<file path="src/rtl/sv12_lrm_p0816_b_dly_sched.sv">
// Sequenced delay-selection controller: scans a programmable table of conditional
// A->Y path delays one entry per clock and returns the minimum matching rise/fall.
module sv12_lrm_p0816_b_dly_sched #(
    parameter int N_ENT     = 5,
    parameter int MW        = 3,
    parameter int DW        = 8,
    parameter int DFLT_RISE = 6,
    parameter int DFLT_FALL = 9,
    parameter int IW        = $clog2(N_ENT)
) (
    input  logic          clk,
    input  logic          rst,
    input  logic          cfg_we,
    input  logic [IW-1:0] cfg_idx,
    input  logic          cfg_en,
    input  logic [MW-1:0] cfg_mask,
    input  logic [DW-1:0] cfg_rise,
    input  logic [DW-1:0] cfg_fall,
    input  logic          req_valid,
    input  logic [MW-1:0] req_mode,
    output logic          req_ready,
    output logic          rsp_valid,
    input  logic          rsp_ready,
    output logic [DW-1:0] rsp_rise,
    output logic [DW-1:0] rsp_fall,
    output logic [N_ENT-1:0] rsp_hits,
    output logic          rsp_cond,
    output logic          busy
);

    typedef enum logic [1:0] {IDLE, SCAN, DONE} state_t;

    state_t state_q, state_d;

    logic          en_q   [N_ENT];
    logic [MW-1:0] mask_q [N_ENT];
    logic [DW-1:0] rise_q [N_ENT];
    logic [DW-1:0] fall_q [N_ENT];

    logic [MW-1:0]    mode_q;
    logic [DW-1:0]    acc_rise_q, acc_fall_q;
    logic [N_ENT-1:0] hits_q;
    logic [IW-1:0]    idx_q;

    logic             last_ent;
    logic             cur_hit;
    logic [DW-1:0]    cur_rise, cur_fall;
    logic [DW-1:0]    rise_fold, fall_fold;
    logic [N_ENT-1:0] hits_fold;

    function automatic logic [MW-1:0] rst_mask(input int i);
        case (i)
            0: return MW'(5);
            1: return MW'(4);
            2: return MW'(3);
            3: return MW'(2);
            4: return MW'(1);
            default: return '0;
        endcase
    endfunction

    function automatic logic [DW-1:0] rst_rise(input int i);
        case (i)
            0: return DW'(5);
            1: return DW'(4);
            2: return DW'(6);
            3: return DW'(3);
            4: return DW'(7);
            default: return '0;
        endcase
    endfunction

    function automatic logic [DW-1:0] rst_fall(input int i);
        case (i)
            0: return DW'(9);
            1: return DW'(8);
            2: return DW'(5);
            3: return DW'(2);
            4: return DW'(7);
            default: return '0;
        endcase
    endfunction

    // NOTE: the table is a small register file, not a RAM, so it takes the async
    // reset; a reset must reload the default delays, not just clear control state.
    always_ff @(posedge clk or posedge rst) begin
        if (rst) begin
            for (int i = 0; i < N_ENT; i++) begin
                en_q[i]   <= (i < 5);
                mask_q[i] <= rst_mask(i);
                rise_q[i] <= rst_rise(i);
                fall_q[i] <= rst_fall(i);
            end
        end else if (cfg_we && int'(cfg_idx) < N_ENT) begin
            en_q[cfg_idx]   <= cfg_en;
            mask_q[cfg_idx] <= cfg_mask;
            rise_q[cfg_idx] <= cfg_rise;
            fall_q[cfg_idx] <= cfg_fall;
        end
    end

    // NOTE: every signal gets a default before the case/loop so no latch is inferred.
    always_comb begin
        cur_hit   = 1'b0;
        cur_rise  = '0;
        cur_fall  = '0;
        hits_fold = hits_q;
        for (int i = 0; i < N_ENT; i++) begin
            if (idx_q == IW'(i)) begin
                cur_hit      = en_q[i] && ((mode_q & mask_q[i]) != '0);
                cur_rise     = rise_q[i];
                cur_fall     = fall_q[i];
                hits_fold[i] = hits_q[i] | cur_hit;
            end
        end
        rise_fold = (cur_hit && cur_rise < acc_rise_q) ? cur_rise : acc_rise_q;
        fall_fold = (cur_hit && cur_fall < acc_fall_q) ? cur_fall : acc_fall_q;
        last_ent  = (state_q == SCAN) && (idx_q == IW'(N_ENT - 1));
    end

    // NOTE: sequential state uses non-blocking assignments so every register
    // samples pre-edge values regardless of process ordering.
    always_ff @(posedge clk or posedge rst) begin
        if (rst) state_q <= IDLE;
        else     state_q <= state_d;
    end

    always_comb begin
        state_d = state_q;
        case (state_q)
            IDLE:    if (req_valid) state_d = SCAN;
            SCAN:    if (last_ent)  state_d = DONE;
            DONE:    if (rsp_ready) state_d = IDLE;
            default: state_d = IDLE;
        endcase
    end

    always_comb begin
        req_ready = (state_q == IDLE);
        busy      = (state_q != IDLE);
    end

    always_ff @(posedge clk or posedge rst) begin
        if (rst) begin
            mode_q     <= '0;
            acc_rise_q <= '0;
            acc_fall_q <= '0;
            hits_q     <= '0;
            idx_q      <= '0;
            rsp_valid  <= 1'b0;
            rsp_rise   <= '0;
            rsp_fall   <= '0;
            rsp_hits   <= '0;
            rsp_cond   <= 1'b0;
        end else begin
            case (state_q)
                IDLE: if (req_valid) begin
                    mode_q     <= req_mode;
                    acc_rise_q <= '1;
                    acc_fall_q <= '1;
                    hits_q     <= '0;
                    idx_q      <= '0;
                end
                SCAN: begin
                    acc_rise_q <= rise_fold;
                    acc_fall_q <= fall_fold;
                    hits_q     <= hits_fold;
                    idx_q      <= idx_q + 1'b1;
                    if (last_ent) begin
                        rsp_valid <= 1'b1;
                        rsp_hits  <= hits_fold;
                        rsp_cond  <= |hits_fold;
                        rsp_rise  <= (|hits_fold) ? rise_fold : DW'(DFLT_RISE);
                        rsp_fall  <= (|hits_fold) ? fall_fold : DW'(DFLT_FALL);
                    end
                end
                DONE: if (rsp_ready) rsp_valid <= 1'b0;
                default: ;
            endcase
        end
    end

endmodule

</file>
<file path="config.mk">
export PLATFORM = sky130hd
export DESIGN_NAME = sv12_lrm_p0816_b_dly_sched
export DESIGN_NICKNAME = d
export VERILOG_FILES = /design/src/rtl/sv12_lrm_p0816_b_dly_sched.sv
export SDC_FILE = /design/constraint.sdc
export NUM_CORES = 1
export LEC_CHECK = 0
export ABC_CLOCK_PERIOD_IN_PS = 13200
export BUFFER_PORTS_ARGS = -buffer_cell sky130_fd_sc_hd__buf_2
export CORE_AREA = 2 2 108 110
export DETAILED_ROUTE_END_ITERATION = 6
export DIE_AREA = 0 0 110 112
export PLACE_DENSITY = 0.86
export SETUP_SLACK_MARGIN = 0.4
export SYNTH_ARGS = -nofsm -noshare
export SYNTH_HDL_FRONTEND = slang
export SYNTH_SLANG_ARGS = --single-unit
export TNS_END_PERCENT = 100
</file>
<file path="constraint.sdc">
create_clock -name clk -period 13.2 [get_ports clk]
set_input_delay 0.66 -clock clk [delete_from_list [all_inputs] [get_ports clk]]
set_output_delay 0.66 -clock clk [all_outputs]
set_load 0.02 [all_outputs]
</file>
Word level (Yosys, flattened, before mapping)
Cells that the tools add are included.
W data, S select, Z words.

word-level totals
  word-level logic and storage cells = 131
  input bits = 31
  register bits = 152

cells by class
  eq/ne operators = 9
  add/subtract/negate cells = 1
  bitwise operators = 11
  $lt $le $gt $ge = 5
  reduce and logical (&&, ||, !) cells = 26
  multiplexer cells = 48

operator list
  cell                  count
  $mux W8               16
  $bwmux W40            2
  $pmux W8 S2           2
  $demux W8 S3          1
  $lt A8 B8 Y1          2
  $and A3 B3 Y3         5
  $bwmux W15            1
  $reduce_bool A3 Y1    5
  $mux W1               13
  $logic_and A1 B1 Y1   10
  $pmux W5 S2           1
  $demux W3 S3          1
  $eq A3 B2 Y1 const B  2
  $mux W2               3
  $mux W3               2
  $ne A2 B2 Y1 const B  3
  $pmux W2 S3           1
  $pmux W3 S2           1
  $reduce_and A2 Y1     3
  $reduce_and A3 Y1     2
  $reduce_bool A2 Y1    3
  $bwmux W5             1
  $mux W5               1
  $or A1 B1 Y1          5
  14 further kinds      14

Longest topological paths before layout
Gate-level depths: netlist (run 1).

  depth after elaboration = 11
  depth in mapped cells = 16
  gate-level depth less buffers = 14

Least setup slack after synthesis (run 1)
No wires, ideal clock.

  path type = flip-flop to flip-flop
  start = register idx_q[0]
  end = register rsp_rise[1]
  setup slack = 9716 ps
  setup time = 121 ps
  data required time = 13079 ps
  path buffers = 3
  arrival time = 3363 ps
  cell stages (with the launch flop) = 16
  cells stage by stage = dfrtp_1 -> inv_1 -> ha_1 -> buf_2 -> and2_2 -> buf_2 -> buf_2 -> a22oi_1 -> o21ai_0 -> ha_1 -> a21oi_1 -> nand2_1 -> a221oi_1 -> nand3_4 -> mux2_4 -> o22a_1

on the way
  word-level cells in the longest chain between the ends = 10
  elaborated cells on any way between the ends = 27
  those cells by class = order compare (1); eq/ne (4); mux (17); reduce/logical (5)

RTL lines
  item                    RTL line  source
  start, declared         43        logic [IW-1:0] idx_q;
  start signal, assigned  168       idx_q <= idx_q + 1'b1;
  $logic_not A3 Y1        109       if (idx_q == IW'(i)) begin
  $mux W8 (5 in series)   109
  $lt A8 B8 Y1            116       rise_fold = (cur_hit && cur_rise < acc_rise_q) ? cur_rise : acc_rise_q;
  $logic_and A1 B1 Y1     116
  $mux W8                 116
  $mux W8                 173       rsp_rise <= (|hits_fold) ? rise_fold : DW'(DFLT_RISE);
  end signal, assigned    173
  end, declared           24        output logic [DW-1:0] rsp_rise,

Several ways; a longest one is shown, not always the timed one.
A chain may end at the register's enable or synchronous reset.

Worst setup path in the final report (run 1)
  start = register idx_q[0]
  end = register rsp_fall[3]

on the way
  word-level cells in the longest chain between the ends = 10
  elaborated cells on any way between the ends = 27
  those cells by class = order compare (1); eq/ne (4); mux (17); reduce/logical (5)

RTL lines
  item                   RTL line  source
  $logic_not A3 Y1       109
  $mux W8 (5 in series)  109
  $lt A8 B8 Y1           117       fall_fold = (cur_hit && cur_fall < acc_fall_q) ? cur_fall : acc_fall_q;
  $logic_and A1 B1 Y1    117
  $mux W8                117
  $mux W8                174       rsp_fall <= (|hits_fold) ? fall_fold : DW'(DFLT_FALL);
  end signal, assigned   174
  end, declared          25        output logic [DW-1:0] rsp_fall,

Several ways; a longest one is shown, not always the timed one.

==> metrics.log, run 1 <==
INFO  metric outcome = completed
INFO  metric dr.first_iter.drc_count = 482
INFO  metric setup_slack_after_placement = 8710 ps
INFO  metric die_area = 12300 µm²
INFO  metric post_route_cell_area = 8150 µm²
INFO  metric worstPathMaxFanout = 16
INFO  metric report.final.hold_viol_count = 0
INFO  metric maxCapViolCount = 0
INFO  metric cp.arrival = 4960 ps
INFO  metric hpwl_reported_at_the_end_of_detailed_placement = 11200 µm
INFO  metric final.min_clock_period = 4650 ps
INFO  metric cts_hold_buffers_added = 0
INFO  metric cts_tree = done
INFO  metric post-route-drc-count = 0
INFO  metric placement_rows = 39
INFO  metric cts-htree-levels = 4
INFO  metric clock_sink_count = 152
INFO  metric seq_area_frac_synth = 0.540
INFO  metric finalWeightedCongestion = 0.916
INFO  metric setup_total_negative_slack = 0 ps
INFO  metric postCtsSetupBuffers = 0
INFO  metric max-clock-path-buffers = 2
INFO  metric ff_latch_area = 3840 µm²
INFO  metric drv_slew = 0
INFO  metric worstPathCellList = inv_1, ha_1, nor2b_1, a22oi_1, o21ai_0, a21boi_0, o21ai_0, ha_1, nand4_1, nor2_1, a211oi_1, nand3_2, mux2_4, o22a_1
INFO  metric layout_worst_path_cycle_share = 0.352
INFO  metric die_h = 112 µm
INFO  metric yosys-top-cells-area = dfrtp_1, mux2_2, dfstp_2
INFO  metric first_pass_iters = 5
INFO  metric clock_skew = 5.55 ps
INFO  metric timing.critical_path.from_type = register
INFO  metric fin_hold_ws = 314 ps
INFO  metric core-area = 11200 µm²
INFO  metric dominant_cell_by_count_in_the_synthesized_netlist = dfrtp_1
INFO  metric setup_violations = 0
INFO  metric synth.lib_cells_used.distinct = 59
INFO  metric worst-slew-pin-transition = 1060 ps
INFO  metric number_of_top_level_pins = 56
INFO  metric synth_nets = 642
INFO  metric setup_repair_after_global_routing_missed_its_margin = no
INFO  metric clock-root-buffer = clkbuf_16
INFO  metric power.static_leakage = 0.00368 µW
INFO  metric multi_input_area = 3070 µm²
INFO  metric synth.ff_latch_count = 152
INFO  metric die_x = 110 µm
INFO  metric tritoncts.num_buffers = 17
INFO  metric grt_pass1_vias = 5279
INFO  metric setup_ws = 8550 ps
INFO  metric ys_dominant_reg_cell = dfrtp_1
INFO  metric grt.total_usage = 0.296
INFO  metric asyncSetResetFlopFracSynth = 1.00
INFO  metric timing.critical_path.to_type = register
INFO  metric critical-path-slowest-cell = nor2b_1
INFO  metric portBuffers = 55
INFO  metric pin_count_of_the_biggest_net_entering_global_routing = 86
INFO  metric slew_headroom = 0.296
INFO  metric fmax = 215 MHz
INFO  metric routedWlPerCell = 21.3 µm
INFO  metric synth_warnings = 0
INFO  metric drt_wl_total = 17100 µm
INFO  metric grt_pass1_wl = 27600 µm
INFO  metric number_of_synthesized_flops_with_an_enable_pin = 0
INFO  metric clk_pin_slew_worst_paths = 60 ps
INFO  metric critical_path_class = reg -> reg
INFO  metric drt.antenna.violating_nets = 0
INFO  metric worst_hold_path_type = in -> async
INFO  metric cts_repair_resize_count = 0
INFO  metric num_vias = 5191
INFO  metric netlist.area_leader.share = 0.425
INFO  metric slowest_delay = 640 ps
INFO  metric routed_via_density = 6.47
INFO  metric drive_above_1_share = 0.384
INFO  metric postPlaceCellArea = 7530 µm²
INFO  metric grt_remaining_overflow = 0
INFO  metric fillerInstances = 702
INFO  metric synthCells = 592
INFO  metric num_antenna_cells = 0
INFO  metric netlist_top_cells_count = dfrtp_1, mux2_2, nand2_1
INFO  metric initial_utilization = 0.637
INFO  metric yosysTopAreaCell = dfrtp_1
INFO  metric worstPathRequired = 13510 ps
INFO  metric syn_to_final_growth = 14.5%
INFO  metric finalNetCount = 696
INFO  metric clock_network_latency_to_the_later_pin_of_the_worst_skew_pair = 430 ps
INFO  metric netlist_area = 7120 µm²
INFO  metric powerDensity = 237 nW/µm²
INFO  metric synth.avg_cell_area = 12.0 µm²
INFO  metric antenna_found_initial = 0
INFO  metric maximum_vdd_drop = 116 µV
## report_power, final
part           total [µW]  leakage, µW  switching (µW)  internal (µW)
clock                 507     0.000300             198            309
combinational         713      0.00163             432            282
sequential            711      0.00175            99.0            612
total                1930      0.00368             729           1200
## cells by family (layout without fill, tap and decap cells)
| family | after synthesis | count (layout) | synth area share |
|---|---|---|---|
| adders and majority gates | 19 | 19 | 0.0334 |
| DFF | 152 | 152 | 0.540 |
| muxes | 118 | 118 | 0.187 |
| AOI/OAI and AO/OA | 139 | 139 | 0.134 |
| and+or+nand+nor | 111 | 111 | 0.0748 |
| buffers and inverters | 53 | 120 | 0.0318 |
## flip-flops by register name, summed over array words and instances (netlist names)
name	count
rsp_cond	1
idx_q	3
rsp_rise	8
acc_rise_q	8
state_q	2
rsp_fall	8
rise_q	40
en_q	5
rsp_valid	1
hits_q	5
mask_q	15
mode_q	3
acc_fall_q	8
fall_q	40
rsp_hits	5
## placed cells by master, fill, tap and decap left out, types with 4 or more instances in the layout
cell type,n
nor2_1,30
nor3_1,4
mux2_2,103
nand2_1,42
nand4_1,4
mux2_4,4
buf_2,55
a222oi_1,5
dfrtp_1,121
o22a_1,18
dfstp_2,31
o21ai_0,33
buf_4,9
a21oi_1,38
a22oi_1,18
a22o_1,4
clkbuf_16,17
inv_1,22
ha_1,19
nand3_1,9
mux2i_1,11
inv_6,4
## per-stage QoR
| stage | utilization | cells | power (µW) |
|---|---|---|---|
| 3_3_place_gp | 0.674 | 770 | 1360 |
| 3_5_place_dp | 0.674 | 770 | 1410 |
| 6_report | 0.730 | 802 | 1930 |
| 2_1_floorplan | - | 592 | 1210 |
| 5_1_grt | 0.730 | 802 | 2030 |
| 4_1_cts | 0.730 | 802 | 1920 |
## cell type report
| class | count | share of cell area |
|---|---|---|
| sequential | 152 | 0.471 |
| clock buffer | 19 | 0.0556 |
| multi-input combinational | 387 | 0.377 |
| tap | 143 | 0.0219 |
| timing repair buffer | 64 | 0.0421 |
| inverter | 24 | 0.0117 |
| clock inverter | 13 | 0.0206 |
## routing by layer
layer | track usage | wire length [µm]
met1 | 0.400 | 7240
met2 | 0.448 | 8130
met3 | 0.0755 | 1200
met4 | 0.134 | 507
met5 | 0 | 0
## worst max-delay path, delay by kind of cell (launching register included)
kind,cells,cell delay [ps]
flip-flops,1,430
AO/OA/AOI/OAI,6,1470
adder cells (fa/ha/maj),2,930
AND/OR/NAND/NOR,4,1190
multiplexers,1,410
buffers and inverters,1,110
## path summary, 6_finish.rpt
path                       depth (start not counted)  slack (ps)                       to               startpoint
max                                               14        8550  rsp_fall[3]$_DFFE_PP0P_     idx_q[0]$_DFFE_PP0P_
max in group asynchronous                          3       11410   rise_q[39]$_DFFE_PP0P_                      rst
min                                                2         310  rsp_fall[2]$_DFFE_PP0P_                      rst
min in group clk                                   2         430   state_q[1]$_DFFE_PP0P_                rsp_ready
max reg2reg                                       14        8550  rsp_fall[3]$_DFFE_PP0P_     idx_q[0]$_DFFE_PP0P_
min reg2reg                                        2         480  rsp_fall[6]$_DFFE_PP0P_  rsp_fall[6]$_DFFE_PP0P_
No activity file was read; power rests on OpenSTA's default activity.
==> run 2, diff against run 1 <==
- ABC_CLOCK_PERIOD_IN_PS: 13200 -> 4600
- CORE_AREA: 2 2 108 110 -> 2 2 112 114
- DIE_AREA: 0 0 110 112 -> 0 0 114 116
- PLACE_DENSITY: 0.86 -> 0.81
- clock period: 13.2 -> 4.6 ns (I/O delays scaled with it)
==> run 2 against run 1 <==
  * The run now ends with negative hold slack left
  * Power grew to 2.9 times the previous value
  * Final area grew 1.1%
  * Worst hold slack worse by 360 ps
  * Sequential share of layout area down 0.49 points
  * First-iteration DRC count is 6.6% lower
  * Non-clock buffer count rose by 8
  * Cell count grew 1.5%
  * Critical path depth stayed put
==> metrics.log, run 2 (synthesized netlist as in run 1, its figures left out) <==
INFO  metric first_pass_iters = 5 (unchanged)
INFO  metric power.static_leakage = 0.00371 µW (was 0.00368 µW)
INFO  metric post-route-drc-count = 0 (unchanged)
INFO  metric pin_count_of_the_biggest_net_entering_global_routing = 153 (was 86)
INFO  metric drt.antenna.violating_nets = 0 (unchanged)
INFO  metric drv_slew = 0 (unchanged)
INFO  metric core-area = 11900 µm² (was 11200 µm²)
INFO  metric worst-slew-pin-transition = 871 ps (was 1060 ps)
INFO  metric final.min_clock_period = 3930 ps (was 4650 ps)
INFO  metric max-clock-path-buffers = 2 (unchanged)
INFO  metric die_area = 13200 µm² (was 12300 µm²)
INFO  metric routedWlPerCell = 19.8 µm (was 21.3 µm)
INFO  metric maximum_vdd_drop = 316 µV (was 116 µV)
INFO  metric cts-htree-levels = 4 (unchanged)
INFO  metric clock_network_latency_to_the_later_pin_of_the_worst_skew_pair = 420 ps (was 430 ps)
INFO  metric syn_to_final_growth = 15.7% (was 14.5%)
INFO  metric drt_wl_total = 16100 µm (was 17100 µm)
INFO  metric postCtsSetupBuffers = 0 (unchanged)
INFO  metric cp.arrival = 4230 ps (was 4960 ps)
INFO  metric grt.total_usage = 0.261 (was 0.296)
INFO  metric clock-root-buffer = clkbuf_16 (unchanged)
INFO  metric internal_power = 3480 µW (was 1200 µW)
INFO  metric worstPathMaxFanout = 16 (unchanged)
INFO  metric num_vias = 5055 (was 5191)
INFO  metric critical_path_class = reg -> reg (unchanged)
INFO  metric worst_hold_path_type = in -> async (unchanged)
INFO  metric num_antenna_cells = 0 (unchanged)
INFO  metric number_of_top_level_pins = 56 (unchanged)
INFO  metric clk_pin_slew_worst_paths = 60 ps (about the same)
INFO  metric clock_sink_count = 152 (unchanged)
INFO  metric portBuffers = 55 (unchanged)
INFO  metric finalWeightedCongestion = 0.848 (was 0.916)
INFO  metric clock_power_share = 0.258 (was 0.263)
INFO  metric timing.critical_path.from_type = register (unchanged)
INFO  metric setup_violations = 0 (unchanged)
INFO  metric critical-path-slowest-cell = o21ai_0 (was nor2b_1)
INFO  metric mostFrequentLayoutCell = dfrtp_1 (unchanged)
INFO  metric tritoncts.num_buffers = 17 (unchanged)
INFO  metric maxCapViolCount = 0 (unchanged)
INFO  metric power_switching_share = 0.370 (was 0.377)
INFO  metric postPlaceCellArea = 7600 µm² (was 7530 µm²)
INFO  metric seq_power_share = 0.363 (was 0.368)
INFO  metric outcome = finished, violations left (was completed)
INFO  metric die_h = 116 µm (was 112 µm)
INFO  metric powerDensity = 671 nW/µm² (was 237 nW/µm²)
INFO  metric post_route_cell_area = 8240 µm² (was 8150 µm²)
INFO  metric dr.first_iter.drc_count = 450 (was 482)
INFO  metric critical_path.most_common_cell = a21oi_1
INFO  metric worstPathCellList = inv_1, ha_2, buf_4, nand2_1, a21oi_1, a21oi_1, o21ai_0, ha_1, a21oi_1, nand2_1, a211oi_1, nand3_2, mux2_4, o22a_1 (was inv_1, ha_1, nor2b_1, a22oi_1, o21ai_0, a21boi_0, o21ai_0, ha_1, nand4_1, nor2_1, a211oi_1, nand3_2, mux2_4, o22a_1)
INFO  metric timing.critical_path.to_type = register (unchanged)
INFO  metric comb_power_share = 0.379 (was 0.369)
INFO  metric grt_remaining_overflow = 0 (unchanged)
INFO  metric slew_headroom = 0.419 (was 0.296)
INFO  metric finalNetCount = 704 (was 696)
INFO  metric routed_via_density = 6.21 (was 6.47)
INFO  metric initial_utilization = 0.598 (was 0.637)
INFO  metric antenna_found_initial = 0 (unchanged)
INFO  metric reg_top3 = fall_q: 40 flops, rise_q: 40 flops, mask_q: 15 flops (unchanged)
INFO  metric setup_repair_after_global_routing_missed_its_margin = no (unchanged)
INFO  metric utilization = 0.692 (was 0.730)
INFO  metric failing_checks = negative hold slack
INFO  metric p_switching = 2050 µW (was 729 µW)
INFO  metric worstPathRequired = 4900 ps (was 13510 ps)
INFO  metric grt_pass1_wl = 26400 µm (was 27600 µm)
INFO  metric fin_hold_ws = -42.3 ps (was 314 ps)
INFO  metric cts_tree = done (unchanged)
INFO  metric slowest_delay = 430 ps (was 640 ps)
INFO  metric setup_total_negative_slack = 0 ps (unchanged)
INFO  metric layout_worst_path_cycle_share = 0.854 (was 0.352)
INFO  metric report.final.hold_viol_count = 13 (was 0)
INFO  metric drive_above_1_share = 0.393 (was 0.384)
INFO  metric grt_pass1_vias = 5101 (was 5279)
INFO  metric clock_skew = 7.99 ps (was 5.55 ps)
INFO  metric placement_rows = 40 (was 39)
INFO  metric fmax = 255 MHz (was 215 MHz)
INFO  metric die_x = 114 µm (was 110 µm)
INFO  metric commonest_cells_after_routing_fill_and_taps_aside = dfrtp_1, mux2_2, buf_2 (unchanged)
INFO  metric hpwl_reported_at_the_end_of_detailed_placement = 10600 µm (was 11200 µm)
==> run 2: path summary, 6_finish.rpt <==
path                                    startpoint                      end  slack [ps]  cells after the start
max                           idx_q[1]$_DFFE_PP0P_  rsp_fall[3]$_DFFE_PP0P_         670                     14
min                                            rst     rsp_cond$_DFFE_PP0P_         -40                      3
max reg2reg                   idx_q[1]$_DFFE_PP0P_  rsp_fall[3]$_DFFE_PP0P_         670                     14
min reg2reg                rsp_hits[1]$_DFFE_PP0P_  rsp_hits[1]$_DFFE_PP0P_         470                      2
max in group asynchronous                      rst  rsp_fall[5]$_DFFE_PP0P_        3930                      3
min in group clk                       req_mode[1]    mode_q[1]$_DFFE_PP0P_          50                      2
==> run 2: power by group through the flow <==
stage          clock (µW)  sequential [µW]  combinational [µW]
2_1_floorplan           0             2050                1410
3_3_place_gp            0             1990                1950
3_5_place_dp            0             2020                2030
4_1_cts              1440             2000                2070
5_1_grt              1510             2050                2290
6_report             1430             2010                2100
==> run 2: cell type report <==
cell class	instances	area [µm²]
inverters	24	93.8
fillers	834	3670
clock inverters	13	173
repair buffers	72	418
flip-flops and latches	152	3840
clock buffers	19	443
well taps	147	184
multi-input cells	387	3090
==> run 2: critical path: cells and delay by family, from the launching register on <==
family	cells	cell delay, ps
compound gates	6	1360
fa+ha+maj	2	790
simple gates	3	510
flops	1	410
mux	1	410
buf+inv	2	320
==> run 2: per-layer routing <==
layer	up-vias	share of wire	global-route usage
met5	-	0	0
met4	0	0.018	0.0878
met3	31	0.050	0.0570
met2	150	0.48	0.417
met1	2587	0.46	0.357
li1	2287	-	-
==> run 2: what timing repair did <==
| item | CTS | global route |
|---|---|---|
| hold buffers | 1 | 0 |
| endpoints found under the setup margin | 0 | 29 |
| resized for setup | 0 | 4 |
| endpoints found under the hold margin | 1 | 0 |
==> run 2: metrics by stage <==
step                      setup WS (ps)  std cells  power [µW]
final                               673        814        5530
after CTS                           421        814        5510
after global routing                465        814        5860
after floorplan                    1120        592        3460
after global placement              672        781        3940
after detailed placement            477        781        4050
==> run 3, diff against run 2 <==
- ABC_AREA: default -> 1
- ABC_CLOCK_PERIOD_IN_PS: 4600 -> 3300
- CORE_AREA: 2 2 112 114 -> 2 2 120 122
- DIE_AREA: 0 0 114 116 -> 0 0 122 124
- PLACE_DENSITY: 0.81 -> 0.77
- SLEW_MARGIN: default -> 15
- clock period: 4.6 -> 3.3 ns (I/O delays scaled with it)
==> run 3 against run 2 <==
  * Critical endpoint is now acc_fall_q[2]$_DFFE_PP0P_
  * Flip-flop and latch count is the same
  * Final area grew 10%
  * Highest routed layer unchanged
  * The run now ends clean
  * Die area rose by 14%
  * Utilization decreased by 2.9 points
  * Global-route usage decreased by 0.72 points
  * Sequential share of layout area decreased by 4.4 points
  * Cell count is 46% higher
  * Clock skew is 2.7 ps higher
  * Sequential power rose by 37%
==> metrics.log, run 3 <==
INFO  metric synthCells = 906 (was 592)
INFO  metric netlist.area_leader.share = 0.412 (was 0.425)
INFO  metric initial_utilization = 0.535 (was 0.598)
INFO  metric die_x = 122 µm (was 114 µm)
INFO  metric comb_power_share = 0.477 (was 0.379)
INFO  metric reg2reg_from = idx_q[1]$_DFFE_PP0P_ (unchanged)
INFO  metric maxCapViolCount = 0 (unchanged)
INFO  metric seq_area_frac_synth = 0.523 (was 0.540)
INFO  metric routed_via_density = 5.39 (was 6.21)
INFO  metric drv_slew = 0 (unchanged)
INFO  metric worstPathRequired = 3620 ps (was 4900 ps)
INFO  metric setup_violations = 0 (unchanged)
INFO  metric worstPathCellList = inv_2, ha_4, inv_2, nor2_4, buf_12, nand2_1, o211ai_1, o211ai_1, nand2_1, o21a_4, ha_4, a21oi_2, o31ai_4, nor2_4, buf_4, nand3_1, nand3_1, nand2_1 (was inv_1, ha_2, buf_4, nand2_1, a21oi_1, a21oi_1, o21ai_0, ha_1, a21oi_1, nand2_1, a211oi_1, nand3_2, mux2_4, o22a_1)
INFO  metric dominant_cell_by_count_in_the_synthesized_netlist = nand2_1 (was dfrtp_1)
INFO  metric clock_skew = 10.7 ps (was 7.99 ps)
INFO  metric rrSetupSlack = 340 ps (was 670 ps)
INFO  metric post-route-drc-count = 0 (unchanged)
INFO  metric asyncSetResetFlopFracSynth = 1.00 (unchanged)
INFO  metric clock_power_share = 0.221 (was 0.258)
INFO  metric post_route_cell_area = 9100 µm² (was 8240 µm²)
INFO  metric place.detailed.instances = 1126 (was 781)
INFO  metric drt_wl_total = 18800 µm (was 16100 µm)
INFO  metric finalWeightedCongestion = 0.857 (was 0.848)
INFO  metric syn_to_final_growth = 23.9% (was 15.7%)
INFO  metric finalNetCount = 1048 (was 704)
INFO  metric worst_hold_path_type = in -> reg (was in -> async)
INFO  metric cp.arrival = 3270 ps (was 4230 ps)
INFO  metric synth.ff_latch_count = 152 (unchanged)
INFO  metric mostFrequentLayoutCell = nand2_1 (was dfrtp_1)
INFO  metric fmax = 338 MHz (was 255 MHz)
INFO  metric portBuffers = 55 (unchanged)
INFO  metric report.final.hold_viol_count = 0 (was 13)
INFO  metric grt.total_usage = 0.253 (was 0.261)
INFO  metric power.total = 9110 µW (was 5530 µW)
INFO  metric setup_repair_after_global_routing_missed_its_margin = yes (was no)
INFO  metric grt_pass1_wl = 29800 µm (was 26400 µm)
INFO  metric slowest_delay = 410 ps (was 430 ps)
INFO  metric num_antenna_cells = 0 (unchanged)
INFO  metric worstHoldEndpoint = mask_q[4]$_DFFE_PP1P_
INFO  metric slew_headroom = 0.578 (was 0.419)
INFO  metric netlist_top_cells_count = nand2_1, dfrtp_1, o21ai_0 (was dfrtp_1, mux2_2, nand2_1)
INFO  metric synth_nets = 956 (was 642)
INFO  metric die_h = 124 µm (was 116 µm)
INFO  metric layout_worst_path_cycle_share = 0.896 (was 0.854)
INFO  metric core-area = 13700 µm² (was 11900 µm²)
INFO  metric drive_above_1_share = 0.238 (was 0.393)
INFO  metric cts_tree = done (unchanged)
INFO  metric reg_top3 = fall_q: 40 flops, rise_q: 40 flops, mask_q: 15 flops (unchanged)
INFO  metric commonest_cells_after_routing_fill_and_taps_aside = nand2_1, dfrtp_1, o21ai_0 (was dfrtp_1, mux2_2, buf_2)
INFO  metric worst-slew-pin-transition = 632 ps (was 871 ps)
INFO  metric seq_power_share = 0.302 (was 0.363)
INFO  metric p_switching = 3730 µW (was 2050 µW)
INFO  metric placement_rows = 43 (was 40)
INFO  metric pin_count_of_the_biggest_net_entering_global_routing = 59 (was 153)
INFO  metric fillerInstances = 1108 (was 834)
INFO  metric clock_sink_count = 152 (unchanged)
INFO  metric powerDensity = 1000 nW/µm² (was 671 nW/µm²)
INFO  metric max-clock-path-buffers = 2 (unchanged)
INFO  metric clock_network_latency_to_the_later_pin_of_the_worst_skew_pair = 430 ps (was 420 ps)
INFO  metric ys_dominant_reg_cell = dfrtp_1 (unchanged)
INFO  metric routedWlPerCell = 15.7 µm (was 19.8 µm)
INFO  metric reg2reg_depth = 18 (was 14)
INFO  metric clk_pin_slew_worst_paths = 60 ps (about the same)
INFO  metric antenna_found_initial = 0 (unchanged)
INFO  metric worstPathMaxFanout = 9 (was 16)
INFO  metric timing.critical_path.from_type = register (unchanged)
INFO  metric tritoncts.num_buffers = 17 (unchanged)
INFO  metric clock-root-buffer = clkbuf_16 (unchanged)
INFO  metric num_vias = 6418 (was 5055)
INFO  metric min_from = cfg_mask[1]
INFO  metric die_area = 15100 µm² (was 13200 µm²)
INFO  metric maximum_vdd_drop = 504 µV (was 316 µV)
INFO  metric synth.lib_cells_used.distinct = 30 (was 59)
INFO  metric netlist_area = 7340 µm² (was 7120 µm²)
INFO  metric synth.avg_cell_area = 8.10 µm² (was 12.0 µm²)
INFO  metric postPlaceCellArea = 7880 µm² (was 7600 µm²)
INFO  metric grt_remaining_overflow = 0 (unchanged)
INFO  metric critical_path.most_common_cell = nand2_1 (was a21oi_1)
INFO  metric outcome = completed (was finished, violations left)
INFO  metric cts-htree-levels = 4 (unchanged)
INFO  metric crit-reg2reg-capture = acc_fall_q[2]$_DFFE_PP0P_ (was rsp_fall[3]$_DFFE_PP0P_)
INFO  metric yosysTopAreaCell = dfrtp_1 (unchanged)
INFO  metric min_delay_path_depth = 3
INFO  metric power_switching_share = 0.410 (was 0.370)
INFO  metric timing.critical_path.to_type = register (unchanged)
INFO  metric setup_total_negative_slack = 0 ps (unchanged)
INFO  metric finalNonFillerCells = 1191 (was 814)
INFO  metric final.min_clock_period = 2960 ps (was 3930 ps)
INFO  metric critical-path-slowest-cell = dfrtp_1 (was o21ai_0)
INFO  metric drt.antenna.violating_nets = 0 (unchanged)
INFO  metric yosys-top-cells-area = dfrtp_1, nand2_1, dfstp_2 (was dfrtp_1, mux2_2, dfstp_2)
INFO  metric first_pass_iters = 6 (was 5)
INFO  metric hpwl_reported_at_the_end_of_detailed_placement = 11100 µm (was 10600 µm)
INFO  metric number_of_synthesized_flops_with_an_enable_pin = 0 (unchanged)
INFO  metric synth_warnings = 0 (unchanged)
INFO  metric critical_path_class = reg -> reg (unchanged)
INFO  metric number_of_top_level_pins = 56 (unchanged)
INFO  metric dr.first_iter.drc_count = 632 (was 450)
INFO  metric power.static_leakage = 0.00467 µW (was 0.00371 µW)
INFO  metric grt_pass1_vias = 5950 (was 5101)
INFO  metric internal_power = 5380 µW (was 3480 µW)
-- run 3: worst max-delay path: cells and delay by family (launching register included) --
family | cells | cell delay (ps)
compound gates | 5 | 730
buf+inv | 4 | 480
simple gates | 7 | 830
fa+ha+maj | 2 | 360
flops | 1 | 410
-- run 3: per-layer routing --
| metal | vias to the layer above | routed length [µm] | global-route usage | part of all wire |
|---|---|---|---|---|
| li1 | 3087 | - | - | - |
| met1 | 3068 | 8400 | 0.357 | 0.45 |
| met2 | 230 | 8870 | 0.392 | 0.47 |
| met3 | 33 | 1150 | 0.0609 | 0.061 |
| met4 | 0 | 324 | 0.0740 | 0.017 |
| met5 | - | 0 | 0 | 0 |
-- run 3: timing repair --
action / CTS / global route
buffers inserted: 5 / 19
pin swaps: 2 / 36
resized for setup: 12 / 66
cloned: 2 / 2
hold endpoints to repair: 20 / 0
setup endpoints to repair: 32 / 32
hold buffers: 5 / 0
-- run 3: power groups by stage --
stage                     registers, µW  clock network [µW]  logic, µW
after global routing               2810                2130       4800
after floorplan                    2810                   0       2290
after global placement             2730                   0       3220
after CTS                          2720                2030       3590
after detailed placement           2740                   0       3310
final                              2750                2010       4350
-- run 3: worst max path at each step --
| stage | start | to | slack, ps | depth (start not counted) |
|---|---|---|---|---|
| floorplan | idx_q[0]$_DFFE_PP0P_ | acc_rise_q[0]$_DFFE_PP0P_ | 550 | 18 |
| global placement | idx_q[1]$_DFFE_PP0P_ | rsp_fall[0]$_DFFE_PP0P_ | 350 | 19 |
| detailed placement | idx_q[1]$_DFFE_PP0P_ | rsp_fall[0]$_DFFE_PP0P_ | 310 | 19 |
| CTS | idx_q[1]$_DFFE_PP0P_ | rsp_fall[0]$_DFFE_PP0P_ | 400 | 19 |
| global route | idx_q[0]$_DFFE_PP0P_ | rsp_rise[5]$_DFFE_PP0P_ | 220 | 21 |
| finish | idx_q[1]$_DFFE_PP0P_ | acc_fall_q[2]$_DFFE_PP0P_ | 340 | 18 |
-- run 3: layout make-up --
type,count,area [µm²],share of cell area
well taps,180,225,0.0248
flip-flops and latches,152,3840,0.422
clock buffers,21,470,0.0517
inverters,102,389,0.0428
repair buffers,110,768,0.0844
clock inverters,11,146,0.0161
multi-input cells,615,3260,0.358
-- run 3: metrics by stage --
step                hold slack [ps]  setup WS (ps)  utilization
floorplan                       272            551            -
global placement                279            352        0.574
detailed placement              278            312        0.574
CTS                            51.8            397        0.632
global route                   56.1            224        0.663
finish                         49.0            343        0.663
-- run 3: logic make-up after synthesis --
| logic type | share of synthesized area |
|---|---|
| AND/OR/NAND/NOR | 0.240 |
| AO/OA/AOI/OAI | 0.124 |
| flip-flops | 0.523 |
| buffers and inverters | 0.0752 |
| adder cells (fa/ha/maj) | 0.0324 |
| multiplexers | 0.00460 |
